--- config.mk ---
export PLATFORM = sky130hd
export DESIGN_NAME = rejection_sampler
export DESIGN_NICKNAME = d
export VERILOG_FILES = /design/src/rtl/rejection_sampler.sv
export SDC_FILE = /design/constraint.sdc
export NUM_CORES = 1
export LEC_CHECK = 0
export CORE_AREA = 5 5 436 438
export CTS_BUF_LIST = sky130_fd_sc_hd__clkbuf_4
export DETAILED_ROUTE_END_ITERATION = 12
export DIE_AREA = 0 0 441 443
export GPL_TIMING_DRIVEN = 0
export HOLD_SLACK_MARGIN = 0.08
export PLACE_DENSITY_LB_ADDON = 0.2
export SLEW_MARGIN = 40
export SYNTH_ARGS = -nofsm -noshare
export SYNTH_HDL_FRONTEND = slang
export SYNTH_SLANG_ARGS = --single-unit
--- constraint.sdc ---
create_clock -name clk -period 2.2 [get_ports clk]
set_input_delay 0.33 -clock clk [delete_from_list [all_inputs] [get_ports clk]]
set_output_delay 0.33 -clock clk [all_outputs]
set_load 0.02 [all_outputs]
--- src/rtl/rejection_sampler.sv ---
`timescale 1ns/1ps
// rejection_sampler
//   Draws pseudo-random candidate vectors from a 64-bit Galois LFSR, presents
//   them to an external constraint checker on cand_o, and forwards only the
//   candidates the checker marks as satisfied over a valid/ready stream.
//   A request aborts with a sticky fail flag once MAX_TRIES consecutive
//   rejects have been counted.
//
//   Optional build macro: SAMPLER_DEDUP_EN
//     When defined, the last accepted candidate is remembered and an identical
//     candidate in CHECK is rejected as if the checker had refused it.
//
//   state | meaning
//   ------+------------------------------------------------------------
//   IDLE  | waiting for start; seed_load may reload the LFSR
//   GEN   | one LFSR word per cycle into cand_o, NWORDS cycles
//   CHECK | sat_i sampled against the complete candidate
//   HOLD  | accepted sample presented until sample_ready
module rejection_sampler #(
   parameter int VEC_W     = 506,
   parameter int MAX_TRIES = 1024
) (
   input  logic             clk,
   input  logic             rst_n,
   input  logic             seed_load,
   input  logic [63:0]      seed,
   input  logic             start,
   input  logic [15:0]      req_count,
   output logic [VEC_W-1:0] cand_o,
   input  logic             sat_i,
   output logic             sample_valid,
   output logic [VEC_W-1:0] sample_data,
   input  logic             sample_ready,
   output logic             busy,
   output logic             done,
   output logic             fail,
   output logic [15:0]      attempts
);

   localparam int NWORDS = (VEC_W + 63) / 64;
   localparam int WIDX_W = (NWORDS > 1) ? $clog2(NWORDS) : 1;
   localparam logic [WIDX_W-1:0] LAST_WORD = WIDX_W'(NWORDS - 1);
   localparam logic [63:0] LFSR_TAPS = 64'hD800_0000_0000_0000;
   localparam logic [16:0] TRY_LIMIT = 17'(MAX_TRIES);

   typedef enum logic [1:0] {
      S_IDLE  = 2'd0,
      S_GEN   = 2'd1,
      S_CHECK = 2'd2,
      S_HOLD  = 2'd3
   } state_t;

   state_t            state;
   logic [63:0]       lfsr;
   logic [63:0]       lfsr_next;
   logic [63:0]       seed_eff;
   logic [WIDX_W-1:0] word_idx;
   logic [15:0]       remaining;
   logic [16:0]       attempts_inc;
   logic [15:0]       attempts_sat;
   logic              accept;

   // An all-zero seed would lock the LFSR, so it is replaced by 1.
   assign seed_eff = (seed == 64'd0) ? 64'h1 : seed;

   // Widened increment so the budget compare cannot wrap at 16'hFFFF.
   assign attempts_inc = {1'b0, attempts} + 17'd1;
   assign attempts_sat = (attempts == 16'hFFFF) ? attempts : attempts_inc[15:0];

   // Galois right-shift step; taps fold back in when the bit shifted out is 1.
   always_comb begin
      lfsr_next = {1'b0, lfsr[63:1]};
      if (lfsr[0]) begin
         lfsr_next = lfsr_next ^ LFSR_TAPS;
      end
   end

`ifdef SAMPLER_DEDUP_EN
   logic [VEC_W-1:0] last_acc;
   logic             last_acc_vld;
   logic             is_dup;

   assign is_dup = last_acc_vld && (cand_o == last_acc);
   assign accept = sat_i && !is_dup;

   // Remember the most recent accepted candidate; a new request forgets it.
   always_ff @(posedge clk) begin
      if (!rst_n) begin
         last_acc     <= '0;
         last_acc_vld <= 1'b0;
      end else if (state == S_IDLE && start) begin
         last_acc_vld <= 1'b0;
      end else if (state == S_CHECK && accept) begin
         last_acc     <= cand_o;
         last_acc_vld <= 1'b1;
      end
   end
`else
   assign accept = sat_i;
`endif

   // Candidate assembly: each GEN cycle drops the current LFSR word into slot word_idx;
   // the top word is truncated at VEC_W-1. Outside GEN the candidate holds.
   always_ff @(posedge clk) begin
      if (!rst_n) begin
         cand_o <= '0;
      end else if (state == S_GEN) begin
         for (int b = 0; b < VEC_W; b++) begin
            if ((b / 64) == int'(word_idx)) begin
               cand_o[b] <= lfsr[6'(b % 64)];
            end
         end
      end
   end

   // Sequencer: request bookkeeping, LFSR stepping, accept/reject decisions and stream outputs.
   always_ff @(posedge clk) begin
      if (!rst_n) begin
         state        <= S_IDLE;
         lfsr         <= 64'h1;
         word_idx     <= '0;
         remaining    <= '0;
         attempts     <= '0;
         sample_valid <= 1'b0;
         sample_data  <= '0;
         busy         <= 1'b0;
         done         <= 1'b0;
         fail         <= 1'b0;
      end else begin
         done <= 1'b0;
         case (state)
            S_IDLE: begin
               // Seed is loaded in the same edge as start, so GEN already sees it.
               if (seed_load) begin
                  lfsr <= seed_eff;
               end
               if (start) begin
                  if (req_count == 16'd0) begin
                     done <= 1'b1;
                  end else begin
                     fail      <= 1'b0;
                     attempts  <= '0;
                     remaining <= req_count;
                     word_idx  <= '0;
                     busy      <= 1'b1;
                     state     <= S_GEN;
                  end
               end
            end

            S_GEN: begin
               lfsr <= lfsr_next;
               if (word_idx == LAST_WORD) begin
                  word_idx <= '0;
                  state    <= S_CHECK;
               end else begin
                  word_idx <= word_idx + WIDX_W'(1);
               end
            end

            S_CHECK: begin
               if (accept) begin
                  sample_data  <= cand_o;
                  sample_valid <= 1'b1;
                  state        <= S_HOLD;
               end else begin
                  attempts <= attempts_sat;
                  if (attempts_inc == TRY_LIMIT) begin
                     fail  <= 1'b1;
                     busy  <= 1'b0;
                     state <= S_IDLE;
                  end else begin
                     state <= S_GEN;
                  end
               end
            end

            S_HOLD: begin
               if (sample_ready) begin
                  sample_valid <= 1'b0;
                  attempts     <= '0;
                  remaining    <= remaining - 16'd1;
                  if (remaining == 16'd1) begin
                     done  <= 1'b1;
                     busy  <= 1'b0;
                     state <= S_IDLE;
                  end else begin
                     state <= S_GEN;
                  end
               end
            end

            default: begin
               busy  <= 1'b0;
               state <= S_IDLE;
            end
         endcase
      end
   end

endmodule

==> metrics, run 1 <==
CTS tree=built; Syn Inst Count=approximately 3400; r2r setup slk=-0.07 ns; Min-Delay Endpoint=sample_data[349]$_SDFFE_PN0P_; Critical R2R Launch=state[1]$_SDFFE_PN0P_; H-tree depth=4; CTS Buf Count=193; vias in the first global route=between 20000 and 30000; violated checks=negative setup slack; Post-route DRC=0; Core Region=between 150000 and 200000 µm²; die area=roughly 200000 µm²; share of post-route cells with drive strength above 1=0.422; clk buf depth=3; VDD IR-drop max=around 0.00046 V; ys async rst share=0; Power Density=just over 800 nW/µm²; setup_tns=-1.34 ns; root buf cell=clkbuf_4; Slowest cell on crit path=or4_4; Worst EP arrival=approximately 3.4 ns; critical path startpoint category=input pin; I/O pin total=around 1100; # rows=roughly 160; Setup CP Type=input pin to flop; commonest non-fill, non-tap cell in the layout=nand2_1; Crit path required time=roughly 3.3 ns; leakage power=0.0191 µW; CP Capture Type=flop; Mapped Avg Cell Area=7.82 µm²; Worst Hold Class=flop to flop; critical path's largest stage delay=0.58 ns; Final Util=0.242; largest net degree at the start of global routing=19; Post-synth EDFFs=0; total track usage=0.162; final count of negative-setup-slack endpoints=20; nets=just over 5000; clk_lat worst skew=about 1.3 ns; Reg-to-Reg End=attempts[2]$_SDFFE_PN0P_; Max-slew headroom=0.447; dpl hpwl=125000 µm; main flop type after synthesis=dfxtp_1; Critical Path, Cell by Cell=dlygate4sd3_1 -> clkdlybuf4s50_1 -> or4_4 -> or4_4 -> o21ai_4 -> or3_4 -> buf_8 -> buf_12 -> buf_12 -> nand2_2 -> a31oi_1; Synth cell types=59; Max Cap Viol=0; vias per inst=3.66; Die Y=between 400 and 500 µm; Die W=441 µm; Wirelength per Cell=21.5 µm; Initial Util=0.145; CP top delay family=buffers and inverters; initial drt markers=approximately 1600; Peak Freq=0.427 GHz; WHS Path Cells=2; crit-path max FO=6; final wirelength=between 150000 and 200000 µm; FF+latch count, synth=~620; Post-Syn Area=27000 µm²; port buffer count=617; Max Transition Viols Final=0; TritonRoute pass-1 iters=8; final hold vios=0; YS warnings=0; R2R depth=11; sequential area share after synthesis=0.458; Worst Max-Slew Pin Slew=a little over 0.8 ns; outcome=complete, but fails checks; number of routed nets with antenna violations=0; RSZ-0062 raised after global routing=true; most frequent cells in the layout=nand2_1 (1060), buf_4 (827), a21oi_1 (541), conb_1 (500), buf_6 (354); HP Start=cand_o[349]$_SDFFE_PN0P_; area grow syn2layout=67.0%; pre-CTS setup slack=-1.23 ns; Fin Clk Skew=roughly 0.13 ns; initial antenna violation count=9; WP buf/inv=5; WP depth=11; Vias=roughly 28000; Sink Count=617; setup slack after layout=-0.140 ns; post-layout minimum cycle time=2.34 ns; grt total ovfl=0; RD Place Congestion=between 0.7 and 0.8; Worst-path clk slew=around 0.060 ns; Final period util=1.06; first-pass GRT wire length=221000 µm
## worst max path at each step
stage               slack (ns)                       endpoint                      from
finish                   -0.14       attempts[2]$_SDFFE_PN0P_              req_count[5]
global route             -0.14                    cand_o[287]  cand_o[287]$_SDFFE_PN0P_
CTS                      -0.12                    cand_o[287]  cand_o[287]$_SDFFE_PN0P_
detailed placement       -1.23       cand_o[197]$_SDFFE_PN0P_     state[1]$_SDFFE_PN0P_
global placement         -1.95  sample_data[260]$_SDFFE_PN0P_                     sat_i
floorplan                -0.02      attempts[14]$_SDFFE_PN0P_              req_count[4]
## sequential cells by signal, indices dropped and copies added, names as in the netlist
name          cells
attempts         16
busy              1
cand_o          256
done              1
fail              1
lfsr             64
remaining        16
sample_data     256
sample_valid      1
state             2
word_idx          3
## through the flow
step	instances	total power [µW]	hold WS (ns)	instance area (µm²)
floorplan	3948	18600	0.432	28900
global placement	7060	24000	0.442	38200
detailed placement	7076	24800	0.446	38700
CTS	7652	37500	0.199	44500
global route	7694	39200	0.217	45000
finish	7702	37100	0.363	45000
## tightest hold or removal path, delay by kind of cell (launching register included)
| kind | cells | cell delay [ns] |
|---|---|---|
| compound gates | 1 | 0.05 |
| flops | 1 | 0.34 |
| simple gates | 1 | 0.06 |
## kinds of logic (layout without fill, tap and decap cells)
family	count (synthesis)	count (layout)	synth area share
and+or+nand+nor	1289	1289	0.192
buffers and inverters	771	2012	0.178
AOI/OAI and AO/OA	689	689	0.140
DFF	617	617	0.458
muxes	61	61	0.0226
adders and majority gates	14	14	0.00649
xor gates and xnor gates	7	7	0.00227
other	1	518	0.000139
## repair_timing
action / CTS / global route
buffers inserted: 177 / 39
hold endpoints to repair: 95 / 0
gates cloned: 1 / 0
hold buffers: 85 / 0
endpoints found under the setup margin: 1148 / 464
resized for setup: 3883 / 147
pin swaps: 28 / 25
## layer usage
| layer | global-route usage | up-vias | routed length (µm) |
|---|---|---|---|
| met2 | 0.299 | 941 | 87000 |
| met4 | 0.0474 | 2 | 4360 |
| li1 | - | 13700 | - |
| met1 | 0.185 | 13400 | 65100 |
| met3 | 0.0353 | 203 | 9390 |
| met5 | 0 | - | 20 |
## final cells by class
type	count	area, µm²
plain buffers	747	5080
inverters	15	68.8
well taps	2495	3120
fillers	20800	141000
clock buffers	252	1890
clock inverters	64	395
flip-flops and latches	617	13200
diodes	18	45.0
repair buffers	934	9150
multi-input cells	2560	12100
## where the power goes
part           internal (µW)  switching (µW)  leakage, µW
sequential             11900             635      0.00524
clock                   5490            5830      0.00134
combinational           4650            8610       0.0126
total                  22100           15100       0.0191
## synth_stat cells (4+ instances only)
library cell | number | area share
buf_4 | 504 | 0.14
inv_1 | 14 | 0.0019
nand2_1 | 1070 | 0.15
ha_1 | 14 | 0.0065
nand2b_1 | 4 | 0.00093
nor2_1 | 92 | 0.013
a21oi_1 | 545 | 0.10
a211oi_1 | 64 | 0.018
nor4_1 | 26 | 0.0060
or3_1 | 8 | 0.0019
o221a_2 | 5 | 0.0021
buf_1 | 18 | 0.0025
o211ai_1 | 9 | 0.0025
or4_1 | 14 | 0.0039
o22ai_1 | 5 | 0.0012
a31oi_1 | 10 | 0.0023
mux2i_1 | 61 | 0.023
nand4_1 | 12 | 0.0028
o21ai_0 | 24 | 0.0045
xnor2_1 | 5 | 0.0016
nand3_1 | 21 | 0.0039
dfxtp_1 | 617 | 0.46
clkbuf_1 | 226 | 0.031
and3_1 | 7 | 0.0016
nor3_1 | 13 | 0.0024
and2_1 | 6 | 0.0014
Note: power is estimated with default switching activity, not from simulation.
==> run 2: changes to the inputs <==
- clock period: 2.2 -> 2.4 ns (I/O delays scaled with it)
==> run 2 against run 1 <==
  * The run now ends clean
  * Register-to-register slack improved by 0.12 ns
  * Core utilization shrank 2.0 points
  * Largest cell class is now registers
  * First-iteration DRC count grew 3.5%
  * Final area shrank 8.2%
  * Combinational power fell by 16%
  * Flip-flop and latch count unchanged
  * Critical path type unchanged
==> metrics, run 2 (synthesized netlist as in run 1, its figures left out) <==
outcome=finished, final reports clean; Reg-to-Reg End=attempts[6]$_SDFFE_PN0P_; dpl hpwl=roughly 130000 µm; commonest non-fill, non-tap cell in the layout=nand2_1; initial drt markers=1645; Power Density=810 nW/µm²; Die W=between 400 and 500 µm; largest net degree at the start of global routing=17; Pwr Total=33500 µW; final wirelength=~160000 µm; vias per inst=3.62; r2r setup slk=around 0.05 ns; Core Region=186000 µm²; Worst-path clk slew=approximately 0.060 ns; grt total ovfl=0; Max-slew headroom=0.417; RD Place Congestion=roughly 0.77; Wirelength per Cell=about 22 µm; Sink Count=roughly 620; Final period util=0.985; DP Cell Count=7075; initial antenna violation count=26; Min-Delay Endpoint=remaining[1]$_SDFFE_PN0P_; Fill cells=between 20000 and 25000; Vias=between 20000 and 30000; nets=between 4000 and 5000; Setup CP Type=input pin to flop; Max Transition Viols Final=0; Worst EP arrival=3.43 ns; first-pass GRT wire length=~210000 µm; Die Y=around 440 µm; Initial Util=0.145; fin cells=between 7000 and 8000; R2R depth=9; area of the multi-input gates=roughly 12000 µm²; total track usage=0.158; CTS tree=built; Fin Hold WS=about 0.43 ns; Post-route DRC=0; Critical R2R Launch=state[1]$_SDFFE_PN0P_; Crit path required time=about 3.5 ns; critical path startpoint category=input pin; # rows=159; area grow syn2layout=53.3%; port buffer count=617; CP top delay family=simple AND/OR/NAND/NOR gates; VDD IR-drop max=0.000425 V; Peak Freq=~0.42 GHz; Sequential Area=around 13000 µm²; RSZ-0062 raised after global routing=true; most frequent cells in the layout=nand2_1 (1066), buf_4 (555), a21oi_1 (545), dfxtp_1 (519), conb_1 (500); Max Cap Viol=0; CTS Buf Count=between 150 and 200; Top Registers=cand_o x256, sample_data x256, lfsr x64; crit-path max FO=10; H-tree depth=4; CP Capture Type=flop; leakage power=0.0171 µW; Worst Max-Slew Pin Slew=approximately 0.87 ns; final hold vios=0; Slowest cell on crit path=or4_1; HP Start=req_count[1]; Final Util=0.222; root buf cell=clkbuf_4; TritonRoute pass-1 iters=5; post-layout minimum cycle time=approximately 2.4 ns; die area=approximately 200000 µm²; critical path's largest stage delay=0.61 ns; Worst Hold Class=input pin to flop; WHS Path Cells=4; clk_lat worst skew=1.19 ns; final count of negative-setup-slack endpoints=0; clk buf depth=3; setup_tns=0 ns; number of routed nets with antenna violations=0; share of post-route cells with drive strength above 1=0.317; I/O pin total=between 1000 and 1500; Fin Clk Skew=approximately 0.071 ns; Critical Path, Cell by Cell=dlygate4sd3_1 -> clkdlybuf4s50_1 -> or4_1 -> or4_4 -> o21ai_4 -> or3_4 -> buf_6 -> nor3_1 -> a311o_1; vias in the first global route=between 20000 and 30000; WP buf/inv=3
## run 2: cell type report
cell class | count | area share
diodes | 16 | 0.000968
plain buffers | 753 | 0.122
clock buffers | 273 | 0.0496
clock inverters | 49 | 0.00781
inverters | 15 | 0.00145
multi-input cells | 2560 | 0.287
flip-flops and latches | 617 | 0.302
well taps | 2495 | 0.0755
repair buffers | 729 | 0.154
## run 2: what timing repair did
| action | in CTS | in global routing |
|---|---|---|
| endpoints found under the hold margin | 93 | 0 |
| hold buffers | 85 | 0 |
| setup endpoints to repair | 1119 | 322 |
| gates resized for setup | 2234 | 84 |
| pin swaps | 5 | 2 |
| buffers inserted | 11 | 1 |
## run 2: worst max-delay path by stage
| stage | start | to | slack, ns | cells past startpoint |
|---|---|---|---|---|
| global route | sample_data[29]$_SDFFE_PN0P_ | sample_data[29] | -0.04 | 1 |
| CTS | cand_o[448]$_SDFFE_PN0P_ | cand_o[448] | -0.01 | 1 |
| global placement | sat_i | sample_data[223]$_SDFFE_PN0P_ | -1.77 | 7 |
| finish | req_count[1] | attempts[14]$_SDFFE_PN0P_ | 0.04 | 9 |
| floorplan | attempts[0]$_SDFFE_PN0P_ | fail$_SDFFE_PN0P_ | 0.03 | 8 |
| detailed placement | state[1]$_SDFFE_PN0P_ | cand_o[196]$_SDFFE_PN0P_ | -1.12 | 8 |
## run 2: power by group
group          switching (µW)  total, µW  internal [µW]
clock                    5140      10700           5600
sequential                565      11600          11000
combinational            7720      11200           3460
total                   13400      33500          20100
## run 2: per-stage QoR
stage | worst slack, ns | cell area (µm²)
finish | 0.0353 | 41400
global route | -0.0402 | 41300
CTS | -0.00982 | 41200
detailed placement | -1.12 | 38700
global placement | -1.77 | 38100
floorplan | 0.0264 | 28900
## run 2: routing by layer
metal  track usage  wire length, µm  vias up
li1              -                -    13300
met1         0.179            62200    12700
met2         0.279            81500     1003
met3        0.0447            12100      232
met4        0.0608             5930        4
met5             0               27        -
## run 2: worst min-delay path: stages
cell and delay [ns]:
dlygate4sd3_1 0.54, clkdlybuf4s50_1 0.46, a21oi_1 0.14, a211oi_1 0.07
